### src/rtl/hazard_stage_tracker.sv
// Tracks destination registers of EX/MEM/WB instructions for forwarding, detects load-use
// hazards at ID (one EX bubble, IF/ID held), freezes on mem_stall, squashes EX on flush.
// Optional build macro: REGFILE_BYPASS_EN keeps the WB stage register and drives wb_rd_addr.
module hazard_stage_tracker #(
    parameter int REG_ADDR_WIDTH = 5,
    parameter int CNT_WIDTH      = 16
) (
    input  logic                      clk,
    input  logic                      rst,
    input  logic                      id_valid,
    input  logic [REG_ADDR_WIDTH-1:0] id_rs1_addr,
    input  logic [REG_ADDR_WIDTH-1:0] id_rs2_addr,
    input  logic [REG_ADDR_WIDTH-1:0] id_rd_addr,
    input  logic                      id_reg_write,
    input  logic                      id_is_load,
    input  logic                      flush,
    input  logic                      mem_stall,
    output logic [REG_ADDR_WIDTH-1:0] ex_rd_addr,
    output logic [REG_ADDR_WIDTH-1:0] mem_rd_addr,
    output logic [REG_ADDR_WIDTH-1:0] wb_rd_addr,
    output logic                      ex_is_load,
    output logic                      stall_if_id,
    output logic                      bubble_ex,
    output logic [CNT_WIDTH-1:0]      stall_count
);

    localparam logic [REG_ADDR_WIDTH-1:0] RD_NONE = '0;
    localparam logic [CNT_WIDTH-1:0]      CNT_MAX = '1;
    localparam logic [CNT_WIDTH-1:0]      CNT_ONE = 1;

    logic [REG_ADDR_WIDTH-1:0] r_ex_rd;
    logic [REG_ADDR_WIDTH-1:0] r_mem_rd;
    logic                      r_ex_is_load;
    logic [CNT_WIDTH-1:0]      r_stall_count;

    logic [REG_ADDR_WIDTH-1:0] w_id_rd;
    logic                      w_id_is_load;
    logic                      w_load_use;
    logic                      w_stall;
    logic                      w_bubble;

    always_comb begin
        w_id_rd      = (id_valid && id_reg_write) ? id_rd_addr : RD_NONE;
        w_id_is_load = id_valid && id_is_load;
        w_load_use   = r_ex_is_load && (r_ex_rd != RD_NONE) && id_valid &&
                       ((id_rs1_addr == r_ex_rd) || (id_rs2_addr == r_ex_rd));
        // Priority rst > mem_stall > flush > load_use; flush drops a pending load-use stall.
        w_stall      = !rst && (mem_stall || (!flush && w_load_use));
        w_bubble     = !rst && !mem_stall && (flush || w_load_use);
    end

    always_ff @(posedge clk) begin
        if (rst) begin
            r_ex_rd      <= RD_NONE;
            r_ex_is_load <= 1'b0;
            r_mem_rd     <= RD_NONE;
        end else if (!mem_stall) begin
            if (w_bubble) begin
                r_ex_rd      <= RD_NONE;
                r_ex_is_load <= 1'b0;
            end else begin
                r_ex_rd      <= w_id_rd;
                r_ex_is_load <= w_id_is_load;
            end
            r_mem_rd <= r_ex_rd;
        end
    end

`ifdef REGFILE_BYPASS_EN
    logic [REG_ADDR_WIDTH-1:0] r_wb_rd;

    always_ff @(posedge clk) begin
        if (rst) begin
            r_wb_rd <= RD_NONE;
        end else if (!mem_stall) begin
            r_wb_rd <= r_mem_rd;
        end
    end

    assign wb_rd_addr = r_wb_rd;
`else
    assign wb_rd_addr = RD_NONE;
`endif

    // Saturating count of cycles in which IF/ID is held.
    always_ff @(posedge clk) begin
        if (rst) begin
            r_stall_count <= '0;
        end else if (w_stall && (r_stall_count != CNT_MAX)) begin
            r_stall_count <= r_stall_count + CNT_ONE;
        end
    end

    assign ex_rd_addr  = r_ex_rd;
    assign mem_rd_addr = r_mem_rd;
    assign ex_is_load  = r_ex_is_load;
    assign stall_if_id = w_stall;
    assign bubble_ex   = w_bubble;
    assign stall_count = r_stall_count;

endmodule

### config.mk
export PLATFORM = sky130hd
export DESIGN_NAME = hazard_stage_tracker
export DESIGN_NICKNAME = d
export VERILOG_FILES = /design/src/rtl/hazard_stage_tracker.sv
export SDC_FILE = /design/constraint.sdc
export NUM_CORES = 1
export LEC_CHECK = 0
export CORE_MARGIN = 2
export CORE_UTILIZATION = 39
export CTS_CLUSTER_SIZE = 30
export DETAILED_ROUTE_END_ITERATION = 10
export PLACE_DENSITY = 0.76
export SLEW_MARGIN = 40
export SYNTH_ARGS = -nofsm -noshare
export SYNTH_HDL_FRONTEND = slang
export SYNTH_SLANG_ARGS = --single-unit
export TNS_END_PERCENT = 1
### constraint.sdc
create_clock -name clk -period 1.9 [get_ports clk]
set_clock_uncertainty 0.15 [all_clocks]
set_input_delay 0.285 -clock clk [delete_from_list [all_inputs] [get_ports clk]]
set_output_delay 0.285 -clock clk [all_outputs]
set_load 0.05 [all_outputs]
==> metrics.md <==
| Metric | Value |
|---|---|
| Run status | finished with violations |
| CTS tree | built |
| Worst EP required | around 1.5 ns |
| Critical path type | in2out |
| DRT iter0 DRCs | 86 |
| Largest net degree at the start of global routing | 28 |
| # rows | 21 |
| Worst Path Max Fanout | 3 |
| P_leak | between 0.0009 and 0.001 uW |
| Port bufs | 50 |
| Clock buffers created by TritonCTS | 3 |
| Worst Hold Class | reg2reg |
| Design Area, Final | about 2300 um^2 |
| Initial Utilization | ~41% |
| Commonest non-fill, non-tap cells in the layout | buf_4, clkdlybuf4s50_1, a21oi_1 |
| Total Routing Usage GR | 18.69% |
| Drt wl/cell | ~14 um |
| RSZ-0062 raised after global routing | true |
| Syn_area_per_cell | 8.673 um^2 |
| Max Fclk | ~440 MHz |
| Tcrit/Tclk final | 119.5% |
| Sequential area share after synthesis | between 30% and 40% |
| Initial DRT Pass Iterations | 4 |
| Top_reg_cell synth | dfxtp_1 |
| Leading area contributor after synthesis | dfxtp_1 |
| Final Max Tran Viols | 0 |
| Core area | between 3000 and 4000 um^2 |
| Post-DP HPWL | 2770 um |
| Clock Sinks | 27 |
| Crit path DAT | 1.84 ns |
| Die height | 64.03 um |
| Synth top area share | 38.47% |
| Failing checks | setup timing |
| Die Area | roughly 4100 um^2 |
| CTS clk-pin slew, worst paths | 0.15 ns |
| First-pass GRT wire length | between 6000 and 7000 um |
| Drc violations | 0 |
| Mapped Area | between 1000 and 1500 um^2 |
| Bufs on Longest Clock Path | 2 |
| Tot Pwr | about 1100 uW |
| Synth warnings | 0 |
| Power Density | 464.4 nW/um^2 |
| CTS root buf | clkbuf_4 |
| Endpoint type of the worst setup path | output port |
| Final net count | between 200 and 300 |
| EDFF count, synth | 0 |
| Post-synth ARST share | 0% |
| Max-cap violations | 0 |
| Die W | 64.03 um |
| Top-level I/O count | between 50 and 60 |
| Routed Antenna Nets | 0 |
| Flop2flop setup slack | -0.27 ns |
| Hold Vio Cnt, Final | 0 |
| Vias in the first global route | about 1.4k |
| Minimum clock period | between 2 and 2.5 ns |
| Share of post-route cells with drive strength above 1 | between 40% and 50% |
| Most common cell after layout, fill and taps aside | buf_4 |
| P&R area growth vs syn | 64.83% |
| Initial antenna violation count | 0 |
| Grt ovf | 0 |
| Startpoint Class | input pin |
| Vias per std cell | around 5.3 |
| Top post-synthesis cells by area | dfxtp_1, xnor2_1, or3_1 |
| Library cells used by synthesis | 36 |
| Final Worst Setup Slack | -0.3701 ns |
| Mapped Cells | 162 |
| Detailed-route via count | roughly 1.5k |
| Register bit total from synthesis | 27 |
| Final RePlAce weighted congestion | 0.7954 |
| H-tree Lvls | 1 |
| # diodes | 0 |
| Post-Route WL | roughly 4000 um |
| Placed cell areas | ~2100 um^2 |
| Peak VDD IR | 0.4280 mV |
| Skew-Pair Late Insertion Delay | 0.33 ns |
| Setup TNS | -3.835 ns |
| Final setup viols | 23 |
==> per-layer routing <==
metal  wire length, um  track usage (%)  vias to the layer above
met5                 0                0                        -
met4                54            7.065                        0
met3               157            1.937                        6
met2              2132            32.68                       48
met1              1701            23.52                      733
li1                  -                -                      731
==> sequential cells by signal, indices dropped and copies added, names as in the netlist <==
register	cells
stall_count	16
ex_rd_addr	5
mem_rd_addr	5
ex_is_load	1
==> cell type report <==
| class | instances | area, um^2 |
|---|---|---|
| clock buffers | 3 | 22.52 |
| repair buffers | 80 | 705.7 |
| well taps | 46 | 57.56 |
| flip-flops and latches | 27 | 590.6 |
| fillers | 254 | 1074 |
| clock inverters | 1 | 5.005 |
| multi-input cells | 125 | 927.1 |
| inverters | 2 | 7.507 |
==> worst max-delay path, cell delays in order <==
cell and delay [ns]:
clkdlybuf4s50_1 0.56, xnor2_4 0.14, nand3_2 0.11, o22ai_4 0.23, buf_6 0.15, a21oi_4 0.07, nor2_4 0.14, buf_12 0.14
==> power by group <==
part | leakage, uW | switching [uW] | total, uW | internal, uW
logic | 0.000687 | 135 | 249 | 114
registers | 0.000231 | 6.76 | 570 | 563
clock network | 0.0000177 | 178 | 257 | 79.0
total | 0.000936 | 320 | 1080 | 756
==> through the flow <==
| step | hold WS, ns | setup slack (ns) | std cells | util (%) |
|---|---|---|---|---|
| floorplan | 0.2599 | -0.1924 | 166 | - |
| global placement | 0.3104 | -0.3226 | 276 | 63.12 |
| detailed placement | 0.3426 | -0.4340 | 276 | 63.12 |
| CTS | 0.3649 | -0.3808 | 280 | 66.41 |
| global route | 0.3765 | -0.4290 | 284 | 68.33 |
| finish | 0.3616 | -0.3701 | 284 | 68.33 |
==> logic make-up (layout without fill, tap and decap cells) <==
family                   count (synthesis)  count (layout)  share of synthesized area, %
AND/OR/NAND/NOR                         61              61                         23.86
AO/OA/AOI/OAI                           40              41                         18.34
flip-flops                              27              27                         38.47
buffers and inverters                   15              86                         7.035
XOR/XNOR                                11              11                         6.856
multiplexers                             6               6                         4.274
adder cells (fa/ha/maj)                  1               1                        0.8903
other                                    1               5                        0.2669
==> timing repair <==
item / in CTS / in global routing
hold buffers: 0 / 0
setup buffers: 0 / 3
pin swaps: 12 / 10
hold endpoints to repair: 0 / 0
gates cloned: 0 / 1
setup endpoints to repair: 23 / 23
gates resized for setup: 14 / 7
==> synth_stat cells (2+ instances only) <==
cell type / instances
dfxtp_1: 27
a21oi_1: 14
o21ai_0: 12
or3_1: 12
nand2_1: 10
xnor2_1: 10
nor2_1: 9
nand3_1: 8
clkbuf_1: 6
mux2i_1: 6
a22o_1: 5
buf_4: 5
and3_1: 4
nand4_1: 4
and2_1: 3
and4_1: 3
inv_1: 2
nor2b_1: 2
nor3_1: 2
or4_1: 2
==> path summary, 6_finish.rpt <==
path	start	endpoint	depth (start not counted)
worst max-delay path	id_rs1_addr[1]	stall_if_id	8
worst min-delay path	stall_count[13]	stall_count[13]	2
worst max register to register	ex_rd_addr[1]	stall_count[14]	9
worst min register to register	stall_count[13]	stall_count[13]	2
(Power assumes the default switching activity.)
